## src/rtl/gf251_pkg.sv

```systemverilog
// Shared GF(251) definitions: field constants, lane layout, result-tag type and helpers.
// Used by the shared lane multiplier and by the arbiter that schedules work onto it.
package gf251_pkg;

  localparam int GF_Q     = 251;
  localparam int LANES    = 4;
  localparam int LANE_W   = 8;
  localparam int MAX_ID_W = 3;

  typedef struct packed {
    logic                valid;
    logic [MAX_ID_W-1:0] id;
  } tag_t;

  function automatic int clog2(input int v);
    int r;
    r = 0;
    while ((1 << r) < v) r++;
    return r;
  endfunction

  // 2^8 == 5 (mod 251): fold the high byte twice, then one conditional subtract.
  function automatic logic [LANE_W-1:0] gf_reduce(input logic [2*LANE_W-1:0] p);
    logic [10:0] t1;
    logic [8:0]  t2;
    t1 = 11'(p[15:8]) * 11'd5 + 11'(p[7:0]);
    t2 = 9'(t1[10:8]) * 9'd5 + 9'(t1[7:0]);
    if (t2 >= 9'(GF_Q)) t2 = t2 - 9'(GF_Q);
    return t2[LANE_W-1:0];
  endfunction

endpackage

```

## src/rtl/gf251_mul_32.sv

```systemverilog
// Four-lane 8-bit GF(251) multiplier, two register stages: raw product, then reduction.
// No reset on purpose: o_done follows i_start two cycles later regardless of reset.
module gf251_mul_32
  import gf251_pkg::*;
(
  input  logic        i_clk,
  input  logic [31:0] i_x,
  input  logic [31:0] i_y,
  input  logic        i_start,
  output logic [31:0] o_o,
  output logic        o_done
);

  logic [2*LANE_W-1:0] prod [LANES];
  logic                prod_v;

  always_ff @(posedge i_clk) begin
    prod_v <= i_start;
    o_done <= prod_v;
    for (int l = 0; l < LANES; l++) begin
      prod[l]                  <= i_x[l*LANE_W +: LANE_W] * i_y[l*LANE_W +: LANE_W];
      o_o[l*LANE_W +: LANE_W]  <= gf_reduce(prod[l]);
    end
  end

endmodule

```

## src/rtl/gf251_mul_32_arb.sv

```systemverilog
// Round-robin scheduler sharing one gf251_mul_32 among N_REQ requesters; one issue per cycle,
// results tagged with requester id, grant->result latency MUL_LAT+2, no result backpressure.
module gf251_mul_32_arb
  import gf251_pkg::*;
#(
  parameter int N_REQ   = 4,
  parameter int MUL_LAT = 2,
  parameter int ID_W    = clog2(N_REQ)
) (
  input  logic                  i_clk,
  input  logic                  i_rst,
  input  logic [N_REQ-1:0]      i_en_mask,
  input  logic [N_REQ-1:0]      i_req,
  input  logic [32*N_REQ-1:0]   i_x,
  input  logic [32*N_REQ-1:0]   i_y,
  output logic [N_REQ-1:0]      o_gnt,
  output logic [31:0]           o_res,
  output logic                  o_res_valid,
  output logic [ID_W-1:0]       o_res_id,
  output logic                  o_busy,
  output logic                  o_err
);

  localparam int FL_W = clog2(MUL_LAT + 2);

  logic [N_REQ-1:0] elig;
  logic [ID_W-1:0]  ptr;
  logic [ID_W-1:0]  pick;
  logic             found;
  logic [FL_W-1:0]  flush_cnt;
  logic             flushing;

  logic             iss_v;
  logic [ID_W-1:0]  iss_id;
  logic [31:0]      iss_x;
  logic [31:0]      iss_y;
  tag_t             tag_pipe [MUL_LAT];

  logic [31:0]      mul_o;
  logic             mul_done;

  function automatic logic [ID_W:0] rr_pick(input logic [N_REQ-1:0] el, input logic [ID_W-1:0] p);
    logic            hit;
    logic [ID_W-1:0] idx;
    int              k;
    hit = 1'b0;
    idx = '0;
    for (int i = 1; i <= N_REQ; i++) begin
      k = (int'(p) + i) % N_REQ;
      if (!hit && el[k]) begin
        hit = 1'b1;
        idx = ID_W'(k);
      end
    end
    return {hit, idx};
  endfunction

  assign flushing = (flush_cnt != '0);

  always_comb begin
    elig          = i_req & i_en_mask & {N_REQ{~i_rst}} & {N_REQ{~flushing}};
    {found, pick} = rr_pick(elig, ptr);
    o_gnt         = '0;
    if (found) o_gnt[pick] = 1'b1;
  end

  always_comb begin
    o_busy = iss_v | o_res_valid;
    for (int i = 0; i < MUL_LAT; i++) o_busy = o_busy | tag_pipe[i].valid;
  end

  gf251_mul_32 u_mul (
    .i_clk   (i_clk),
    .i_x     (iss_x),
    .i_y     (iss_y),
    .i_start (iss_v),
    .o_o     (mul_o),
    .o_done  (mul_done)
  );

  // The multiplier keeps running through reset, so its tail is masked by the flush window.
  always_ff @(posedge i_clk) begin
    if (i_rst) begin
      ptr         <= ID_W'(N_REQ - 1);
      flush_cnt   <= FL_W'(MUL_LAT + 1);
      iss_v       <= 1'b0;
      iss_id      <= '0;
      iss_x       <= '0;
      iss_y       <= '0;
      for (int i = 0; i < MUL_LAT; i++) tag_pipe[i] <= '0;
      o_res       <= '0;
      o_res_valid <= 1'b0;
      o_res_id    <= '0;
      o_err       <= 1'b0;
    end else begin
      if (found) ptr <= pick;
      if (flushing) flush_cnt <= flush_cnt - FL_W'(1);

      iss_v <= found;
      if (found) begin
        iss_id <= pick;
        iss_x  <= i_x[32*pick +: 32];
        iss_y  <= i_y[32*pick +: 32];
      end

      tag_pipe[0].valid <= iss_v;
      tag_pipe[0].id    <= MAX_ID_W'(iss_id);
      for (int i = 1; i < MUL_LAT; i++) tag_pipe[i] <= tag_pipe[i-1];

      o_res_valid <= 1'b0;
      if (!flushing && mul_done && tag_pipe[MUL_LAT-1].valid) begin
        o_res       <= mul_o;
        o_res_id    <= tag_pipe[MUL_LAT-1].id[ID_W-1:0];
        o_res_valid <= 1'b1;
      end

      if (!flushing && (mul_done ^ tag_pipe[MUL_LAT-1].valid)) o_err <= 1'b1;
    end
  end

endmodule

```

## config.mk

```make
export PLATFORM = sky130hd
export DESIGN_NAME = gf251_mul_32_arb
export DESIGN_NICKNAME = d
export VERILOG_FILES = /design/src/rtl/gf251_pkg.sv /design/src/rtl/gf251_mul_32.sv /design/src/rtl/gf251_mul_32_arb.sv
export SDC_FILE = /design/constraint.sdc
export NUM_CORES = 1
export LEC_CHECK = 0
export CAP_MARGIN = 20
export CORE_MARGIN = 2
export CORE_UTILIZATION = 52
export CTS_BUF_LIST = sky130_fd_sc_hd__clkbuf_8
export CTS_CLUSTER_SIZE = 10
export DETAILED_ROUTE_END_ITERATION = 10
export PLACE_DENSITY_LB_ADDON = 0.3
export SLEW_MARGIN = 10
export SYNTH_ARGS = -nofsm -noshare
export SYNTH_HDL_FRONTEND = slang
export SYNTH_SLANG_ARGS = --single-unit
```

## constraint.sdc

```tcl
create_clock -name i_clk -period 5 [get_ports i_clk]
set_input_delay 1 -clock i_clk [delete_from_list [all_inputs] [get_ports i_clk]]
set_output_delay 1 -clock i_clk [all_outputs]
set_load 0.03 [all_outputs]
```

After elaboration in Yosys (flattened, before gate mapping)
Memories as Yosys holds them, arrays and structs flattened.
Cells that the tools add are included.
{"block": "totals", "regBits": 141, "mem_bits_rw": 72, "inputBits": 266, "out_inout_bits": 41, "elab_cells": 122, "mem_count": 2}
{"block": "op_classes", "add_sub_neg": 17, "multipliers": 12, "magnitude_cmp": 10, "shifts": 2, "muxes": 34, "bitwise": 16, "reduce_logical": 16}
{"name": "u_mul.prod", "words": 4, "word_bits": 16, "rd": 4, "rd_clocked_by_memory_dff": 0, "write_ports": 4, "line": "gf251_mul_32.sv:14", "text": "logic [2*LANE_W-1:0] prod [LANES];"}
{"name": "tag_pipe", "words": 2, "word_bits": 4, "rd": 2, "rd_clocked_by_memory_dff": 0, "write_ports": 2, "line": "gf251_mul_32_arb.sv:37", "text": "tag_t tag_pipe [MUL_LAT];"}
{"cell": "$shiftx A128 B8 Y32", "n": 2}
{"cell": "$mul A8 B8 Y16", "n": 4}
{"cell": "$add A11 B8 Y11", "n": 4}
{"cell": "$mul A8 B3 Y11 const B", "n": 4}
{"cell": "$add A6 B8 Y9", "n": 4}
{"cell": "$ge A9 B8 Y1 const B", "n": 4}
{"cell": "$mux W8", "n": 4}
{"cell": "$sub A8 B8 Y8 const B", "n": 4}
{"cell": "$mul A3 B3 Y6 const B", "n": 4}
{"cell": "$mux W1", "n": 18}
{"cell": "$lt A3 B4 Y1 const B", "n": 4}
{"cell": "$and A4 B4 Y4", "n": 3}
{"cell": "$bmux W1 S2", "n": 4}
{"cell": "$mux W2", "n": 4}
{"cell": "$mux W4", "n": 2}
{"cell": "$reduce_or A2 Y1", "n": 4}
{"cell": "$logic_and A1 B1 Y1", "n": 7}
{"cell": "$or A1 B1 Y1", "n": 6}
{"cell": "$add A2 B1 Y2 const B", "n": 2}
{"cell": "$add A2 B2 Y2 const B", "n": 2}
{"cell": "$and A1 B1 Y1 const A", "n": 4}
{"cell": "$logic_not A1 Y1", "n": 4}
{"cell": "$lt A2 B3 Y1 const B", "n": 1}
{"cell": "$mux W3", "n": 1}
{"cell": "other kinds (6)", "n": 7}

Logic depth before layout (Yosys ltp)
Gate-level depths: netlist of the first run.
{"block": "logic_depth", "depth_word": 21, "depth_mapped": 24}

Cells and area by module
Synthesis of the first run repeated with hierarchy kept, for this count alone.
{"block": "unflattened", "cells_unflattened": 2341, "hier_area_um2": 20696.1}
{"module": "gf251_mul_32", "n_inst": 1, "cells_each": 1590, "area_each_um2": 14535.2}
{"module": "gf251_mul_32_arb", "n_inst": 1, "cells_each": 751, "area_each_um2": 6160.9}

Worst setup path after synthesis of the first run
OpenSTA, ideal clock, no wires.
{"block": "synth_path", "path_type": "register to register", "start": "mem u_mul.prod[0][9] (netlist name)", "end": "reg u_mul.o_o[1]", "arrival_time_ns": 4.996, "setup_slack_ns": -0.120, "stages_incl_launch_ff": 20, "period_less_slack_ns": 5.120, "path_cell_list": "dfxtp_1 -> ha_1 -> fa_1 -> ha_1 -> nor2b_1 -> o31a_1 -> o311ai_2 -> nand2b_1 -> a21o_1 -> xor2_1 -> inv_1 -> fa_1 -> inv_1 -> ha_1 -> a21o_1 -> a22o_1 -> nor4_2 -> a21oi_1 -> o22ai_2 -> mux2_1"}
{"element": "from (decl)", "line": "gf251_mul_32.sv:14"}
{"element": "to (signal, indexed assignment)", "line": "gf251_mul_32.sv:22", "text": "o_o[l*LANE_W +: LANE_W] <= gf_reduce(prod[l]);"}
{"element": "to (decl)", "line": "gf251_mul_32.sv:10", "text": "output logic [31:0] o_o,"}

==> metrics.csv, run 1 <==
stage,metric,value,unit
outcome,status,"complete, but fails checks",
outcome,violations,setup timing,
timing,grt_setup_unrepaired,true,
synth,ys_warn_count,0,
clock_network,hold_buffers,0,
floorplanning,die_w,201,um
global_route,grt_pass1_wl,81300,um
critical_path,cp-startpoint,u_mul.prod[2][9]$_DFF_P_,
critical_path,cp_max_fo,5,
drt,vias,16710,
timing,setup_tns,-0.553,ns
global_route,antenna_found_initial,0,
timing,timing.final.ws_setup,-0.113,ns
pwr,p_leak,12.2,nW
pwr,power_density,161,mW/mm^2
drt,dr_wl_met3,2560,um
final_layout,seq_area,0.00425,sq mm
final_layout,drive_gt1_share,14.4,%
synth,synth-edff-count,0,
synth,ys_types,76,
synth,seq_area_frac_synth,21.0,%
clock_network,cts_tree,built,
final_layout,multi_input_area,0.0153,sq mm
synth,synth_nets,2888,
clock_network,clock-sinks,211,
final_layout,nNetsFinal,3288,
drt,ant_nets,0,
final_layout,final_core_util,68.2,%
clock_network,clkLatencyLatePin,0.58,ns
drt,first_iter_violations,570,
final_layout,design_area,0.0262,sq mm
global_route,grt_max_degree,93,
final_layout,fill_cells,2980,
timing,finalHoldViolations,0,
clock_network,cts_buffer_depth,3,
floorplanning,design.die.area,0.0403,sq mm
timing,holdWs,0.330,ns
drt,wl_met1,20600,um
timing,fmax,0.196,GHz
place,gp_congestion,0.902,
timing,post-route-min-period,5.11,ns
drt,via_per_inst,5.34,
synth,ys_seq_elements,211,
final_layout,final_cell_mix,"clkdlybuf4s50_1, nand2_1, inv_1, ha_1, dfxtp_1",
drt,drc,0,
timing,min_period_over_period,102,%
final_layout,antenna_cells,0,
critical_path,critical_path.startpoint_type,register,
clock_network,cts-root-buf,clkbuf_8,
clock_network,cts-buffers-inserted,40,
final_layout,fin_cells,3128,
clock_network,clkTransAtPathRegs,0.06,ns
global_route,grt.total_usage,24.2,%
pwr,p_total,4.22,mW
worst_hold_path,holdCritPathClass,register to register,
critical_path,reg2reg_from,u_mul.prod[2][9]$_DFF_P_,
synth,ys.flop_type,dfxtp_1,
place,post-place-ws,-0.231,ns
final_layout,syn_to_final_growth,30.3,%
place,place_hpwl,38000,um
synth,synth_area,0.0201,sq mm
drt,dr.pass1.iters,5,
synth,syn_inst,2181,
global_route,first_global_vias,17302,
worst_hold_path,hold_start,u_mul.prod_v$_DFF_P_,
timing,drv_slew,0,
flow_run,maxCapViolations,0,
floorplanning,design.core.area,0.0385,sq mm
floorplanning,dieHeight,201,um
place,port-buffer-count,306,
final_layout,final_common_cell,clkdlybuf4s50_1,
clock_network,cts_max_level,2,
place,dp_cells,2994,
floorplanning,initial_core_util,52.4,%
critical_path,cp-end-kind,register,
floorplanning,row_count,72,
synth,avgSynthCellArea,9.24,sq um
place,dpl_cell_area,0.0240,sq mm
synth,ys_async_sr_fraction,0,%
pwr,irDropWorstVdd,0.148,mV
drt,routed_wl,51400,um
timing,slew_headroom,42.1,%
floorplanning,ios,307,
timing,setup_viol,8,
global_route,overflow,0,
drt,highest_layer,met4,
drt,wl_per_cell,16.4,um
critical_path,cp.arrival,5.62,ns
drt,wl_met2,26800,um
timing,finClkSkew,0.0385,ns
critical_path,required,5.51,ns
timing,worstMarginPinSlew,0.868,ns
critical_path,worst-setup-path-type,register to register,
state kept, by name (all words and copies together) (netlist names), 2 cells and up:
signal / count
flush_cnt: 2
iss_id: 2
iss_x: 32
iss_y: 32
o_res: 32
o_res_id: 2
ptr: 2
tag_pipe: 6
u_mul.o_o: 32
u_mul.prod: 64
worst paths after layout:
| check | end | cells after the start | slack [ns] |
|---|---|---|---|
| worst max-delay path | u_mul.o_o[21]$_DFF_P_ | 22 | -0.11 |
| worst min register to register | u_mul.o_done$_DFF_P_ | 0 | 0.33 |
| worst min-delay path | u_mul.o_done$_DFF_P_ | 0 | 0.33 |
| worst max register to register | u_mul.o_o[21]$_DFF_P_ | 22 | -0.11 |
routing by layer:
metal	global-route usage, %	vias to the layer above
met5	0	-
met4	6.93	0
met3	3.38	99
met2	45.4	496
met1	28.6	8051
li1	-	8064
worst max-delay path: stages (launching register included):
cell	delay, ns
dfxtp_2	0.34
ha_4	0.24
fa_1	0.54
ha_4	0.22
o21a_1	0.22
a211oi_2	0.29
nor2_1	0.07
o21a_1	0.21
o21a_1	0.22
nor2_2	0.12
ha_2	0.19
inv_2	0.04
fa_1	0.55
inv_2	0.05
ha_4	0.32
nand3_4	0.08
and2_4	0.18
xnor2_2	0.16
and4bb_2	0.28
a31oi_4	0.12
buf_12	0.16
nor4_4	0.26
xor2_1	0.17
cells by family (layout without fill, tap and decap cells):
family | after synthesis | after routing | share of synthesized area [%]
compound gates | 323 | 323 | 12.0
xor+xnor | 96 | 96 | 4.17
fa+ha+maj | 441 | 441 | 34.0
buf+inv | 367 | 796 | 7.58
flops | 211 | 211 | 21.0
mux | 133 | 133 | 6.64
simple gates | 610 | 610 | 14.7
Yosys cell counts, drive strengths merged, types with 51 or more instances:
cell	n	area, sq um
a21oi	88	440
clkbuf	51	210
and2	148	926
nor2	70	263
nand2	296	1110
mux2i	128	1280
ha	265	3320
o221ai	64	623
xnor2	65	569
inv	292	1100
fa	176	3520
dfxtp	211	4220
layout make-up:
cell class | instances | share of cell area, %
Clock inverter | 23 | 0.706
Sequential cell | 211 | 16.2
Clock buffer | 48 | 2.52
Timing Repair Buffer | 433 | 15.5
Tap cell | 518 | 2.47
Inverter | 292 | 4.18
Multi-Input combinational cell | 1603 | 58.5
power by group:
part | internal [mW] | switching (mW)
combinational | 0.343 | 0.242
clock | 1.03 | 0.772
sequential | 1.74 | 0.0951
timing repair:
| action | 4_1_cts | 5_1_grt |
|---|---|---|
| setup buffers | 39 | 25 |
| pin swaps | 49 | 108 |
| endpoints found under the setup margin | 30 | 32 |
| resized for setup | 46 | 140 |
(Power assumes the default switching activity.)
==> inputs of run 2 (changes only) <==
==> constraint.sdc (replaced) <==
create_clock -name i_clk -period 4.3 [get_ports i_clk]
set_input_delay 0.86 -clock i_clk [delete_from_list [all_inputs] [get_ports i_clk]]
set_output_delay 0.86 -clock i_clk [all_outputs]
set_load 0.03 [all_outputs]
==> run 2 against run 1 <==
The flow still finishes with violations (setup timing). Hold slack improved by 0.0031 ns. Via count is 1.9% higher. Flip-flop and latch count stayed put. Non-clock buffer count increased by 145. Global-route usage is 1.4 points higher. Clock power grew 19%. Critical path depth grew 2. Wire length decreased by 0.42%.
==> metrics.csv, run 2 (synthesized netlist as in run 1, its figures left out) <==
stage,metric,value,unit,change
outcome,status,"complete, but fails checks",,unchanged
outcome,violations,setup timing,,unchanged
place,gp_congestion,0.909,,was 0.902
timing,fmax,0.201,GHz,was 0.196 GHz
global_route,overflow,0,,unchanged
clock_network,cts_max_level,2,,unchanged
drt,routed_wl,51100,um,"was 51,400 um"
final_layout,final_cell_mix,"clkdlybuf4s50_1, nand2_1, inv_1, buf_4, ha_1",,"was clkdlybuf4s50_1, nand2_1, inv_1, ha_1, dfxtp_1"
clock_network,hold_buffers,0,,unchanged
place,post-place-ws,-0.646,ns,was -0.231 ns
final_layout,final_common_cell,clkdlybuf4s50_1,,unchanged
clock_network,cts_tree,built,,unchanged
floorplanning,ios,307,,unchanged
pwr,power_density,183,mW/mm^2,was 161 mW/mm^2
clock_network,cts-buffers-inserted,41,,was 40
drt,vias,17030,,"was 16,710"
critical_path,cp.arrival,5.44,ns,was 5.62 ns
global_route,grt_max_degree,65,,was 93
floorplanning,row_count,72,,unchanged
timing,finClkSkew,0.0355,ns,was 0.0385 ns
final_layout,drive_gt1_share,20.4,%,was 14.4%
critical_path,required,4.77,ns,was 5.51 ns
timing,holdWs,0.333,ns,was 0.330 ns
timing,worstMarginPinSlew,0.872,ns,was 0.868 ns
pwr,irDropWorstVdd,0.157,mV,was 0.148 mV
critical_path,critical_path.startpoint_type,register,,unchanged
clock_network,cts_buffer_depth,3,,unchanged
flow_run,maxCapViolations,0,,unchanged
floorplanning,dieHeight,201,um,unchanged
drt,first_iter_violations,524,,was 570
drt,drc,0,,unchanged
final_layout,regMostFlops,u_mul.prod,,unchanged
global_route,antenna_found_initial,0,,unchanged
pwr,p_leak,13.1,nW,was 12.2 nW
place,port-buffer-count,306,,unchanged
timing,setup_viol,32,,was 8
critical_path,cp_max_fo,4,,was 5
floorplanning,initial_core_util,52.4,%,unchanged
final_layout,largest_reg_flops,64,,unchanged
drt,dr.pass1.iters,5,,unchanged
floorplanning,design.core.area,0.0385,sq mm,unchanged
drt,via_per_inst,5.20,,was 5.34
timing,grt_setup_unrepaired,true,,unchanged
place,dp_cells,3164,,"was 2,994"
critical_path,cp_top_family,adder cells,,unchanged
timing,slew_headroom,41.9,%,was 42.1%
final_layout,antenna_cells,0,,unchanged
final_layout,nNetsFinal,3434,,"was 3,288"
timing,drv_slew,0,,unchanged
timing,timing.final.ws_setup,-0.670,ns,was -0.113 ns
floorplanning,die_w,201,um,unchanged
critical_path,crit_slowest_cell,fa_1,,unchanged
critical_path,cp-end-kind,register,,unchanged
clock_network,cts-root-buf,clkbuf_8,,unchanged
timing,min_period_over_period,116,%,was 102%
timing,finalHoldViolations,0,,unchanged
critical_path,worst-setup-path-type,register to register,,unchanged
clock_network,clkLatencyLatePin,0.61,ns,was 0.58 ns
timing,post-route-min-period,4.97,ns,was 5.11 ns
critical_path,path_cells,ha_1 > inv_1 > fa_1 > inv_2 > ha_4 > o21ai_2 > o21ai_1 > a21oi_1 > nor2b_1 > o21a_1 > o21ai_0 > nand2b_1 > ha_2 > inv_1 > fa_1 > inv_2 > ha_4 > buf_6 > xor2_4 > o21ai_4 > nor4_4 > a21oi_2 > o22ai_2 > mux2_4,,was ha_4 > fa_1 > ha_4 > o21a_1 > a211oi_2 > nor2_1 > o21a_1 > o21a_1 > nor2_2 > ha_2 > inv_2 > fa_1 > inv_2 > ha_4 > nand3_4 > and2_4 > xnor2_2 > and4bb_2 > a31oi_4 > buf_12 > nor4_4 > xor2_1
clock_network,clock-sinks,211,,unchanged
critical_path,path_buf_inv,5,,was 3
global_route,grt_pass1_wl,85300,um,"was 81,300 um"
final_layout,syn_to_final_growth,36.2,%,was 30.3%
place,place_hpwl,41200,um,"was 38,000 um"
critical_path,worst_path_largest_cell_delay,0.56,ns,was 0.55 ns
final_layout,fin_cells,3273,,"was 3,128"
global_route,first_global_vias,18260,,"was 17,302"
clock_network,clkTransAtPathRegs,0.06,ns,about the same
floorplanning,design.die.area,0.0403,sq mm,unchanged
drt,wl_per_cell,15.6,um,was 16.4 um
drt,ant_nets,0,,unchanged
global_route,grt.total_usage,25.5,%,was 24.2%
worst_hold_path,holdCritPathClass,register to register,,unchanged
-- run 2: area by class of cell --
class | instances | area (sq um)
Tap cell | 518 | 648
Clock inverter | 22 | 188
Sequential cell | 211 | 4310
Clock buffer | 49 | 674
Multi-Input combinational cell | 1603 | 15400
Inverter | 292 | 1100
Fill cell | 2866 | 11000
Timing Repair Buffer | 578 | 5170
-- run 2: path summary, 6_finish.rpt --
path | from | slack, ns | endpoint | depth (start not counted)
worst max register to register | u_mul.prod[0][10]$_DFF_P_ | -0.67 | u_mul.o_o[1]$_DFF_P_ | 24
worst min register to register | u_mul.prod_v$_DFF_P_ | 0.33 | u_mul.o_done$_DFF_P_ | 0
worst min-delay path | u_mul.prod_v$_DFF_P_ | 0.33 | u_mul.o_done$_DFF_P_ | 0
worst max-delay path | u_mul.prod[0][10]$_DFF_P_ | -0.67 | u_mul.o_o[1]$_DFF_P_ | 24
-- run 2: per-layer routing --
metal / vias up / global-route usage, % / wire length, um
met1: 8145 / 29.6 / 21000
met4: 0 / 7.43 / 1350
met3: 91 / 4.40 / 2470
li1: 8354 / - / -
met2: 440 / 48.0 / 26300
met5: - / 0 / 0
-- run 2: what timing repair did --
| action | 4_1_cts | 5_1_grt |
|---|---|---|
| endpoints found under the setup margin | 35 | 42 |
| gates resized for setup | 69 | 85 |
| pin swaps | 48 | 39 |
| hold endpoints to repair | 0 | 0 |
| buffers inserted | 27 | 14 |
-- run 2: worst reg2reg max path: stages, from the launching register on --
cell and delay, ns:
dfxtp_2 0.32, ha_1 0.27, inv_1 0.04, fa_1 0.48, inv_2 0.05, ha_4 0.27
o21ai_2 0.07, o21ai_1 0.18, a21oi_1 0.10, nor2b_1 0.20, o21a_1 0.16, o21ai_0 0.08
nand2b_1 0.11, ha_2 0.17, inv_1 0.05, fa_1 0.56, inv_2 0.05, ha_4 0.26
buf_6 0.13, xor2_4 0.17, o21ai_4 0.09, nor4_4 0.36, a21oi_2 0.10, o22ai_2 0.26
mux2_4 0.32
-- run 2: metrics by stage --
stage               util, %  instance area [sq um]  total power [mW]  setup TNS [ns]
floorplan                 -                  20600              2.45           -7.69
global placement       66.9                  25700              2.88          -11.40
detailed placement     66.9                  25700              2.90          -16.26
CTS                    70.4                  27100              5.07          -14.91
global route           71.3                  27400              5.24          -22.76
finish                 71.3                  27400              5.03          -16.13
-- run 2: report_power, final --
| part | switching [mW] | leakage, nW | internal, mW | total (mW) |
|---|---|---|---|---|
| sequential | 0.0784 | 1.73 | 2.02 | 2.10 |
| clock | 0.925 | 0.479 | 1.22 | 2.14 |
| combinational | 0.330 | 10.9 | 0.455 | 0.784 |
